<file path="src/rtl/ext_bus_sequencer.sv">
`default_nettype none
// ============================================================================
// Module   : ext_bus_sequencer
// Purpose  : Sequences CPU bus cycles onto a multiplexed ADH/ADL/WAIT/DATA pin bus.
// Revision : 1.0
// ============================================================================
module ext_bus_sequencer #(
  parameter int BUS_WIDTH     = 8,
  parameter int ADDRESS_WIDTH = 16,  // must equal 2*BUS_WIDTH
  parameter int WAIT_CYCLES   = 1    // 0..15
) (
  input  logic                     clk,
  input  logic                     rst_n,
  input  logic                     i_cpu_req,
  input  logic [ADDRESS_WIDTH-1:0] i_cpu_addr,
  input  logic                     i_cpu_rw,
  input  logic [BUS_WIDTH-1:0]     i_cpu_wdata,
  output logic                     o_cpu_rdy,
  output logic [BUS_WIDTH-1:0]     o_cpu_rdata,
  output logic                     o_cpu_rvalid,
  output logic [BUS_WIDTH-1:0]     o_ext_data_out,
  input  logic [BUS_WIDTH-1:0]     i_ext_data_in,
  output logic [BUS_WIDTH-1:0]     o_ext_oe,
  output logic                     o_ext_ale_hi,
  output logic                     o_ext_ale_lo,
  output logic                     o_ext_re,
  output logic                     o_ext_we
);

  typedef enum logic [2:0] {
    S_IDLE = 3'd0,
    S_ADH  = 3'd1,
    S_ADL  = 3'd2,
    S_WAIT = 3'd3,
    S_DATA = 3'd4
  } state_t;

  localparam logic [3:0]           c_WAIT_LOAD = 4'(WAIT_CYCLES);
  localparam logic [BUS_WIDTH-1:0] c_DRIVE     = '1;

  state_t                     r_state;
  state_t                     w_next;
  logic [ADDRESS_WIDTH-1:0]   r_a_q;
  logic                       r_rw_q;
  logic [BUS_WIDTH-1:0]       r_wd_q;
  logic                       r_hi_valid;
  logic [BUS_WIDTH-1:0]       r_last_hi;
  logic [3:0]                 r_wait_cnt;
  logic [BUS_WIDTH-1:0]       r_rdata;
  logic                       r_rvalid;
  logic                       w_hi_hit;

  assign w_hi_hit     = r_hi_valid && (i_cpu_addr[ADDRESS_WIDTH-1:BUS_WIDTH] == r_last_hi);
  assign o_cpu_rdata  = r_rdata;
  assign o_cpu_rvalid = r_rvalid;

  always_comb begin
    w_next         = r_state;
    o_cpu_rdy      = 1'b0;
    o_ext_data_out = '0;
    o_ext_oe       = '0;
    o_ext_ale_hi   = 1'b0;
    o_ext_ale_lo   = 1'b0;
    o_ext_re       = 1'b0;
    o_ext_we       = 1'b0;
    case (r_state)
      S_IDLE: begin
        o_cpu_rdy = 1'b1;
        if (i_cpu_req) w_next = w_hi_hit ? S_ADL : S_ADH;
      end
      S_ADH: begin
        o_ext_data_out = r_a_q[ADDRESS_WIDTH-1:BUS_WIDTH];
        o_ext_oe       = c_DRIVE;
        o_ext_ale_hi   = 1'b1;
        w_next         = S_ADL;
      end
      S_ADL: begin
        o_ext_data_out = r_a_q[BUS_WIDTH-1:0];
        o_ext_oe       = c_DRIVE;
        o_ext_ale_lo   = 1'b1;
        w_next         = (WAIT_CYCLES > 0) ? S_WAIT : S_DATA;
      end
      S_WAIT, S_DATA: begin
        // Reads release the bus; writes keep driving the write data.
        if (r_rw_q) begin
          o_ext_re = 1'b1;
        end else begin
          o_ext_we       = 1'b1;
          o_ext_oe       = c_DRIVE;
          o_ext_data_out = r_wd_q;
        end
        if (r_state == S_DATA)        w_next = S_IDLE;
        else if (r_wait_cnt <= 4'd1)  w_next = S_DATA;
      end
      default: w_next = S_IDLE;
    endcase
  end

  always_ff @(posedge clk or negedge rst_n) begin
    if (!rst_n) begin
      r_state    <= S_IDLE;
      r_a_q      <= '0;
      r_rw_q     <= 1'b0;
      r_wd_q     <= '0;
      r_hi_valid <= 1'b0;
      r_last_hi  <= '0;
      r_wait_cnt <= '0;
      r_rdata    <= '0;
      r_rvalid   <= 1'b0;
    end else begin
      r_state  <= w_next;
      r_rvalid <= (r_state == S_DATA) && r_rw_q;
      if (r_state == S_IDLE && i_cpu_req) begin
        r_a_q  <= i_cpu_addr;
        r_rw_q <= i_cpu_rw;
        r_wd_q <= i_cpu_wdata;
      end
      if (r_state == S_ADH) begin
        r_last_hi  <= r_a_q[ADDRESS_WIDTH-1:BUS_WIDTH];
        r_hi_valid <= 1'b1;
      end
      // Counter holds the remaining WAIT cycles including the current one.
      if (r_state == S_ADL)                           r_wait_cnt <= c_WAIT_LOAD;
      else if (r_state == S_WAIT && r_wait_cnt != 0)  r_wait_cnt <= r_wait_cnt - 4'd1;
      if (r_state == S_DATA && r_rw_q) r_rdata <= i_ext_data_in;
    end
  end

endmodule
`default_nettype wire

</file>
<file path="config.mk">
export PLATFORM = sky130hd
export DESIGN_NAME = ext_bus_sequencer
export DESIGN_NICKNAME = d
export VERILOG_FILES = /design/src/rtl/ext_bus_sequencer.sv
export SDC_FILE = /design/constraint.sdc
export NUM_CORES = 1
export LEC_CHECK = 0
export BUFFER_PORTS_ARGS = -buffer_cell sky130_fd_sc_hd__buf_2
export CORE_ASPECT_RATIO = 1.4
export CORE_UTILIZATION = 45
export CTS_CLUSTER_SIZE = 8
export DETAILED_ROUTE_END_ITERATION = 12
export GPL_TIMING_DRIVEN = 0
export PLACE_DENSITY_LB_ADDON = 0.12
export SYNTH_ARGS = -nofsm -noshare
export SYNTH_HDL_FRONTEND = slang
export SYNTH_SLANG_ARGS = --single-unit
</file>
<file path="constraint.sdc">
create_clock -name clk -period 1.65 [get_ports clk]
set_input_delay 0.2475 -clock clk [delete_from_list [all_inputs] [get_ports clk]]
set_output_delay 0.2475 -clock clk [all_outputs]
set_load 0.02 [all_outputs]
</file>
==> reports/qor.yml, run 1 <==
status: "finished, violations left"
violations: "negative setup slack"
worst_slack_ns: -0.430
final_util_pct: 67.7
ys_types: 33
clkTransAtPathRegs_ns: 0.09
routed_wl_um: 5570
firstDrtPassIters: 4
grt_pass1_vias: 1747
final.period_utilization_pct: 126
synth_ff_type: "dfrtp_1"
fillers: 395
start_kind: "register"
hold_buffers: 0
synth_most_common_cell: "dfrtp_1"
synth_area_leaders: "dfrtp_1 (53%), mux2_2 (20%), buf_4 (3.5%)"
maxCapViolCount: 0
crit_chain: "buf_6 -> nand3b_1 -> a21boi_4 -> nor2_4 -> or3_4 -> buf_6 -> buf_6"
syn_nets: 214
die_y_um: 87.3
finalNetCount: 320
ys_ff_latch: 50
post_drt_wl_per_cell_um: 16.1
fp.dieW_um: 62.9
cts_tree: "yes"
post_dp_cell_area_mm2: 0.00277
critPathMostFrequentCell: "buf_6"
vias: 1733
yosysTopAreaCell: "dfrtp_1"
max_freq_mhz: 481
clockRootBuffer: "clkbuf_8"
htree_levels: 2
hold_viol_final: 0
setup_viol: 48
stdcell_count: 345
place.gp.congestion: 0.769
grt_max_degree: 51
synth_top_area_share_pct: 53.5
synth_cells: 175
postLayoutCellArea_mm2: 0.00333
drc: 0
rsz0062_at_grt: "yes"
antenna_found_initial: 0
rr_worst_depth: 8
drtIter0Drc: 48
peakVddDrop_uv: 1010
numCtsBuffers: 5
synth.top_cells.by_count: "dfrtp_1 (50), mux2_2 (41), buf_4 (11), a21o_1 (8), a22o_1 (8)"
regArea_mm2: 0.00125
io_buffer_count: 65
grt_usage_pct: 20.5
clockBufferDepth: 2
synthesis.area_mm2: 0.00234
synthArstFlopShare_pct: 100
die_area_mm2: 0.00550
slew_violations: 0
core_area_mm2: 0.00492
synth_warnings: 0
clkLatencyLatePin_ns: 0.30
avgSynthCellArea_um2: 13.4
ant_nets: 0
cts_sinks: 50
diodes: 0
cpPeakStageDelay_ns: 0.40
critPathMaxFanout: 8
gr-total-overflow: 0
required_ns: 1.40
cp-end-kind: "output pin"
rows: 30
multi_input_area_mm2: 0.00100
worst_hold_path_type: "in -> async"
fin_crit_ns: 2.08
setup_tns_ns: -9.27
avgViaCountPerCell: 5.02
tightest_slew_ns: 1.13
ioPinCount: 66
finClkSkew_ns: 0.00440
dp_hpwl_um: 3380
dp_cells: 304
seq_area_frac_synth_pct: 53.5
leakagePower_nw: 1.65
cp_data_arrival_time_ns: 1.83
area_growth_pct: 42.3
grt_first_pass_wirelength_um: 8350
slowest_stage: "or3_4"
worstSetupPathType: "reg -> out"
cellPowerDensity_mw_per_mm2: 2470
synth_edf_count: 0
initial_utilization_pct: 47.6
relSlewSlack_pct: 25.0
drive_gt1_share_pct: 62.6
[path summary, 6_finish.rpt]
check | slack [ns] | to | from
worst max-delay path | -0.43 | o_ext_oe[5] | r_state[2]
worst min-delay path | 0.15 | r_a_q[0] | rst_n
worst max register to register | -0.16 | r_last_hi[1] | r_state[2]
worst min register to register | 0.47 | r_hi_valid | r_hi_valid
max in group asynchronous | 0.72 | r_state[0] | rst_n
min in group clk | 0.17 | r_a_q[1] | i_cpu_addr[1]
[cells by family (layout without fill, tap and decap cells)]
| family | count (synthesis) | after routing | share of synthesized area [%] |
|---|---|---|---|
| AOI/OAI and AO/OA | 25 | 25 | 8.24 |
| xor gates and xnor gates | 11 | 11 | 4.12 |
| adders and majority gates | 3 | 3 | 1.60 |
| buffers and inverters | 19 | 125 | 5.24 |
| DFF | 50 | 50 | 53.5 |
| muxes | 42 | 42 | 20.2 |
| and+or+nand+nor | 25 | 25 | 7.17 |
[placed cells by master, fill, tap and decap left out, types with 2 or more instances in the layout]
| master | n |
|---|---|
| mux2_2 | 41 |
| nor2_1 | 5 |
| ha_1 | 3 |
| inv_1 | 3 |
| nor2b_1 | 2 |
| dfrtp_1 | 48 |
| buf_6 | 37 |
| clkbuf_8 | 5 |
| o21ai_0 | 2 |
| dfrtp_2 | 2 |
| buf_2 | 46 |
| buf_4 | 28 |
| nor3_4 | 3 |
| nor3_1 | 3 |
| a211oi_1 | 3 |
| xor2_1 | 7 |
| a22o_1 | 8 |
| xnor2_1 | 4 |
| clkinv_2 | 2 |
| a21o_1 | 8 |
[state kept, by name (all words and copies together) (netlist names)]
signal        cells
r_hi_valid        1
r_wd_q            8
r_rw_q            1
r_a_q            16
o_cpu_rdata       8
o_cpu_rvalid      1
r_wait_cnt        4
r_last_hi         8
r_state           3
[stage by stage]
stage                     power [mW]  setup slack [ns]  hold WS [ns]
final                           8.24            -0.430         0.151
after global routing            8.69            -0.492         0.163
after CTS                       7.79            -0.436         0.162
after detailed placement        5.90            -0.342         0.446
after global placement          5.83            -0.354         0.443
after floorplan                 4.92            -0.129       -0.0481
[area by class of cell]
type | instances | share of cell area, %
well taps | 64 | 2.41
multi-input cells | 106 | 30.1
flip-flops and latches | 50 | 37.7
clock inverters | 2 | 0.301
inverters | 5 | 0.676
repair buffers | 100 | 22.4
clock buffers | 5 | 2.07
plain buffers | 13 | 4.40
[report_power, final]
part	internal, mW	switching (mW)	total [mW]
Sequential	1.83	0.389	2.22
Clock	0.285	0.385	0.671
Combinational	2.99	2.35	5.34
[critical path: cells and delay by family, from the launching register on]
kind                   cells  cell delay [ns]
buffers and inverters      3             0.37
AO/OA/AOI/OAI              1             0.22
flip-flops                 1             0.35
AND/OR/NAND/NOR            3             0.60
[per-layer routing]
| layer | vias to the layer above | wire length (µm) | track usage [%] | share of wire, % |
|---|---|---|---|---|
| met4 | 0 | 81 | 6.77 | 1.5 |
| met1 | 841 | 2190 | 23.9 | 39 |
| met5 | - | 0 | 0 | 0 |
| li1 | 825 | - | - | - |
| met3 | 6 | 291 | 4.06 | 5.2 |
| met2 | 61 | 3010 | 37.2 | 54 |
[timing repair]
item                       4_1_cts  5_1_grt
gates cloned                     0        2
setup endpoints to repair       48       58
pin swaps                        7        6
setup buffers                   19       14
gates resized for setup         51       17
(Power assumes the default switching activity.)
==> inputs of run 2 (changes only) <==
CTS_BUF_LIST = sky130_fd_sc_hd__clkbuf_8 sky130_fd_sc_hd__clkbuf_16   (was not set)
MAX_ROUTING_LAYER = met4   (was not set)
SETUP_SLACK_MARGIN = 0.1   (was not set)
==> reports/qor.yml, run 2 (synthesis results as in run 1) <==
status: "finished, violations left"  # unchanged
violations: "negative setup slack"  # unchanged
drtIter0Drc: 63  # was 48
firstDrtPassIters: 4  # unchanged
avgViaCountPerCell: 5.10  # was 5.02
worstSetupPathType: "reg -> out"  # unchanged
swShare_pct: 36.5  # was 37.9%
drive_gt1_share_pct: 64.1  # was 62.6%
postLayoutCellArea_mm2: 0.00353  # was 0.00333 mm²
timing.hold.ws_ns: 0.153  # was 0.151 ns
fin_crit_ns: 2.14  # was 2.08 ns
cp-end-kind: "output pin"  # unchanged
post_dp_cell_area_mm2: 0.00277  # unchanged
fillers: 332  # was 395
tightest_slew_ns: 1.10  # was 1.13 ns
dp_hpwl_um: 3370  # was 3380 µm
p_switching_mw: 3.20  # was 3.13 mW
peakVddDrop_uv: 1490  # was 1010 µV
grt_usage_pct: 21.6  # was 20.5%
grt_first_pass_wirelength_um: 8590  # was 8350 µm
worst_hold_path_type: "in -> async"  # unchanged
cpPeakStageDelay_ns: 0.39  # was 0.40 ns
final_util_pct: 71.9  # was 67.7%
final.period_utilization_pct: 130  # was 126%
clockBufferDepth: 2  # unchanged
finalNetCount: 319  # was 320
final_common_cell: "dfrtp_1"  # unchanged
diodes: 0  # unchanged
cts_sinks: 50  # unchanged
power.internal_mw: 5.58  # was 5.11 mW
htree_levels: 2  # unchanged
rr_worst_depth: 9  # was 8
clkTransAtPathRegs_ns: 0.09  # about the same
setup_viol: 40  # was 48
clkLatencyLatePin_ns: 0.29  # was 0.30 ns
dp_cells: 304  # unchanged
start_kind: "register"  # unchanged
relSlewSlack_pct: 26.5  # was 25.0%
post_drt_wl_per_cell_um: 16.5  # was 16.1 µm
required_ns: 1.40  # about the same
cellPowerDensity_mw_per_mm2: 2490  # was 2470 mW/mm²
core_area_mm2: 0.00492  # unchanged
numCtsBuffers: 5  # unchanged
routed_wl_um: 5690  # was 5570 µm
hold_viol_final: 0  # unchanged
io_buffer_count: 65  # unchanged
area_growth_pct: 51.0  # was 42.3%
seqPwrFrac_pct: 25.2  # was 27.0%
rsz0062_at_grt: "yes"  # unchanged
slowest_stage: "dfrtp_1"  # was or3_4
cp_data_arrival_time_ns: 1.89  # was 1.83 ns
die_y_um: 87.3  # unchanged
report.power.total_mw: 8.78  # was 8.24 mW
grt_pass1_vias: 1770  # was 1747
slew_violations: 0  # unchanged
antenna_found_initial: 0  # unchanged
max_freq_mhz: 468  # was 481 MHz
cts_tree: "yes"  # unchanged
largest_reg_flops: 16  # unchanged
top_register: "r_a_q"  # unchanged
ioPinCount: 66  # unchanged
finClkSkew_ns: 0.00344  # was 0.00440 ns
critPathTopFamily: "simple AND/OR/NAND/NOR gates"  # unchanged
fp.dieW_um: 62.9  # unchanged
die_area_mm2: 0.00550  # unchanged
crit_chain: "buf_6 -> nand3b_1 -> a21boi_4 -> nor2_4 -> or3_4 -> buf_4 -> buf_4"  # was buf_6 -> nand3b_1 -> a21boi_4 -> nor2_4 -> or3_4 -> buf_6 -> buf_6
initial_utilization_pct: 47.6  # unchanged
place.gp.congestion: 0.797  # was 0.769
final_cell_mix: "dfrtp_1 (49), buf_2 (44), buf_4 (34)"  # was dfrtp_1 (48), buf_2 (46), mux2_2 (41)
gr-total-overflow: 0  # unchanged
worst_slack_ns: -0.488  # was -0.430 ns
vias: 1760  # was 1733
ant_nets: 0  # unchanged
clockPowerShare_pct: 11.6  # was 8.1%
maxCapViolCount: 0  # unchanged
critPathMostFrequentCell: "buf_4"  # was buf_6
clockRootBuffer: "clkbuf_8"  # unchanged
grt_max_degree: 51  # unchanged
critPathMaxFanout: 8  # unchanged
rows: 30  # unchanged
leakagePower_nw: 1.76  # was 1.65 nW
crit_buf_inv: 3  # unchanged
drc: 0  # unchanged
stdcell_count: 345  # unchanged
pwr-share-comb_pct: 63.3  # was 64.9%
hold_buffers: 0  # unchanged
cp.depth: 7  # unchanged
[run 2: repair_timing]
action	CTS	global route
setup endpoints to repair	50	69
hold endpoints to repair	0	0
buffers inserted	28	7
cloned	2	0
resized for setup	51	50
pin swaps	8	8
[run 2: stage by stage]
| step | setup WS [ns] | setup TNS, ns |
|---|---|---|
| after detailed placement | -0.354 | -7.95 |
| after global placement | -0.370 | -8.46 |
| after CTS | -0.485 | -9.25 |
| final | -0.488 | -9.54 |
| after global routing | -0.571 | -12.33 |
| after floorplan | -0.129 | -0.878 |
[run 2: worst paths after layout]
kind | from | end | slack, ns
min in group clk | i_ext_data_in[6] | o_cpu_rdata[6] | 0.18
min | rst_n | r_last_hi[0] | 0.15
max reg2reg | r_state[1] | r_last_hi[4] | -0.25
min reg2reg | r_hi_valid | r_hi_valid | 0.47
max | r_state[1] | o_ext_oe[1] | -0.49
max in group asynchronous | rst_n | r_state[0] | 0.76
[run 2: cell type report]
| class | instances | area, µm² | share of cell area, % |
|---|---|---|---|
| inverter | 5 | 22.5 | 0.637 |
| sequential | 50 | 1250 | 35.4 |
| clock inverter | 3 | 68.8 | 1.95 |
| timing repair buffer | 98 | 757 | 21.4 |
| multi-input combinational | 106 | 1140 | 32.2 |
| tap | 64 | 80.1 | 2.27 |
| clock buffer | 5 | 68.8 | 1.95 |
| buffer | 14 | 146 | 4.14 |
[run 2: routing by layer]
| metal | track usage, % | vias to the layer above | share of wire [%] |
|---|---|---|---|
| met3 | 4.06 | 2 | 3.7 |
| met4 | 6.13 | 0 | 0.47 |
| met2 | 39.5 | 55 | 56 |
| met5 | - | - | 0 |
| met1 | 23.6 | 882 | 40 |
| li1 | - | 821 | - |
[run 2: power groups by stage]
stage / Sequential (mW) / Clock, mW / Combinational (mW)
after global placement: 2.17 / 0 / 3.66
after detailed placement: 2.20 / 0 / 3.71
after CTS: 2.17 / 1.03 / 4.88
after floorplan: 2.19 / 0 / 2.72
final: 2.21 / 1.02 / 5.56
after global routing: 2.27 / 1.08 / 5.91
==> inputs of run 3 (changes only) <==
clock period = 2.6 ns   (was 1.65 ns; I/O delays follow)
==> reports/qor.yml, run 3 (synthesis results as in run 1) <==
status: "finished clean"  # was finished, violations left
worst_hold_path_type: "in -> async"  # unchanged
start_kind: "register"  # unchanged
critPathMaxFanout: 10  # was 8
dp_hpwl_um: 3250  # was 3370 µm
avgViaCountPerCell: 5.04  # was 5.10
diodes: 0  # unchanged
clockPowerShare_pct: 10.2  # was 11.6%
vias: 1572  # was 1760
swShare_pct: 40.5  # was 36.5%
hold_viol_final: 0  # unchanged
antenna_found_initial: 0  # unchanged
fp.dieW_um: 62.9  # unchanged
cellPowerDensity_mw_per_mm2: 1440  # was 2490 mW/mm²
fin_crit_ns: 2.39
maxCapViolCount: 0  # unchanged
cts_sinks: 50  # unchanged
clockBufferDepth: 2  # unchanged
clkLatencyLatePin_ns: 0.30  # was 0.29 ns
peakVddDrop_uv: 616  # was 1490 µV
clockRootBuffer: "clkbuf_8"  # unchanged
routed_wl_um: 4500  # was 5690 µm
grt_usage_pct: 18.9  # was 21.6%
htree_levels: 2  # unchanged
gr-total-overflow: 0  # unchanged
relSlewSlack_pct: 26.6  # was 26.5%
leakagePower_nw: 1.43  # was 1.76 nW
finalNetCount: 287  # was 319
pwr-share-comb_pct: 56.3  # was 63.3%
area_growth_pct: 21.7  # was 51.0%
core_area_mm2: 0.00492  # unchanged
io_buffer_count: 65  # unchanged
grt_pass1_vias: 1556  # was 1770
dp_cells: 304  # unchanged
die_y_um: 87.3  # unchanged
largest_reg_flops: 16  # unchanged
met1_usage_pct: 23.8  # was 23.6%
final_cell_mix: "buf_2 (67), dfrtp_1 (50), mux2_2 (41)"  # was dfrtp_1 (49), buf_2 (44), buf_4 (34)
gr-usage-met3_pct: 3.66  # was 4.06%
seqPwrFrac_pct: 33.5  # was 25.2%
ioPinCount: 66  # unchanged
cp-end-kind: "output pin"  # unchanged
ant_nets: 0  # unchanged
rsz0062_at_grt: "no"  # was yes
cp_data_arrival_time_ns: 2.00  # was 1.89 ns
place.gp.congestion: 0.712  # was 0.797
fillers: 443  # was 332
setup_tns_ns: 0  # was -9.54 ns
die_area_mm2: 0.00550  # unchanged
post_drt_wl_per_cell_um: 14.4  # was 16.5 µm
drive_gt1_share_pct: 54.4  # was 64.1%
drtIter0Drc: 34  # was 63
finClkSkew_ns: 0.00985  # was 0.00344 ns
setup_viol: 0  # was 40
clkTransAtPathRegs_ns: 0.09  # about the same
power.internal_mw: 2.43  # was 5.58 mW
max_freq_mhz: 418
firstDrtPassIters: 4  # unchanged
grt_first_pass_wirelength_um: 7570  # was 8590 µm
top_register: "r_a_q"  # unchanged
rows: 30  # unchanged
tightest_slew_ns: 1.10  # about the same
cts_tree: "yes"  # unchanged
grtUsageMet2_pct: 30.2  # was 39.5%
initial_utilization_pct: 47.6  # unchanged
final.period_utilization_pct: 92.1
grt_max_degree: 51  # unchanged
hold_buffers: 0  # unchanged
worstSetupPathType: "reg -> out"  # unchanged
stdcell_count: 312  # was 345
numCtsBuffers: 5  # unchanged
slew_violations: 0  # unchanged
p_switching_mw: 1.65  # was 3.20 mW
drc: 0  # unchanged
busiest_layer: "met2"  # unchanged
final_common_cell: "buf_2"  # was dfrtp_1
required_ns: 2.21  # was 1.40 ns
run 3: cell count changes in the layout (fill, tap and decap cells not counted), sizes merged:
cell and change:
buf -32, bufinv -2, clkinv -1, clkinvlp -1, inv +3
run 3: final cells by class:
class,count,area (µm²),area share (%)
Tap cell,64,80.1,2.81
Buffer,14,104,3.65
Multi-Input combinational cell,106,985,34.6
Inverter,5,18.8,0.659
Sequential cell,50,1250,43.9
Clock inverter,2,7.51,0.264
Clock buffer,5,68.8,2.42
Timing Repair Buffer,66,333,11.7
run 3: through the flow:
stage,utilization [%],area (µm²),hold slack [ns],setup slack (ns),total power [mW]
floorplan,-,2340,0.0944,0.477,3.06
global placement,55.8,2750,0.444,0.309,3.62
detailed placement,55.8,2750,0.451,0.265,3.66
CTS,57.9,2850,0.310,0.135,4.14
global route,57.9,2850,0.306,0.104,4.38
finish,57.9,2850,0.296,0.205,4.09
run 3: final timing paths:
check | startpoint | end | slack (ns) | cells after the start
worst max-delay path | r_state[2] | o_ext_oe[5] | 0.21 | 7
worst min-delay path | rst_n | r_wait_cnt[2] | 0.30 | 1
worst max register to register | r_state[0] | r_a_q[13] | 0.79 | 5
worst min register to register | r_hi_valid | r_hi_valid | 0.47 | 1
max in group asynchronous | rst_n | o_cpu_rdata[6] | 1.62 | 1
min in group clk | i_cpu_wdata[3] | r_wd_q[3] | 0.32 | 2
run 3: power groups by stage:
stage / combinational [mW] / clock [mW] / sequential (mW)
finish: 2.30 / 0.416 / 1.37
global route: 2.49 / 0.460 / 1.43
CTS: 2.34 / 0.429 / 1.38
detailed placement: 2.27 / 0 / 1.39
global placement: 2.25 / 0 / 1.37
floorplan: 1.67 / 0 / 1.39
run 3: per-layer routing:
metal  wire [µm]  vias up  part of all wire (%)
met3         248        7                   5.5
met5           0        -                     0
met2        2210       56                    49
met4          65        0                   1.4
li1            -      754                     -
met1        1980      755                    44
run 3: worst max-delay path: stages, from the launching register on:
cell and delay (ns):
dfrtp_1 0.37, buf_4 0.17, nor2b_1 0.16, a21boi_4 0.20
nor2_4 0.09, or3_4 0.42, buf_4 0.15, buf_2 0.15
run 3: what timing repair did:
item / CTS / global route
gates cloned: 0 / 0
buffers inserted: 1 / 0
pin swaps: 0 / 1
setup endpoints to repair: 12 / 7
resized for setup: 3 / 0
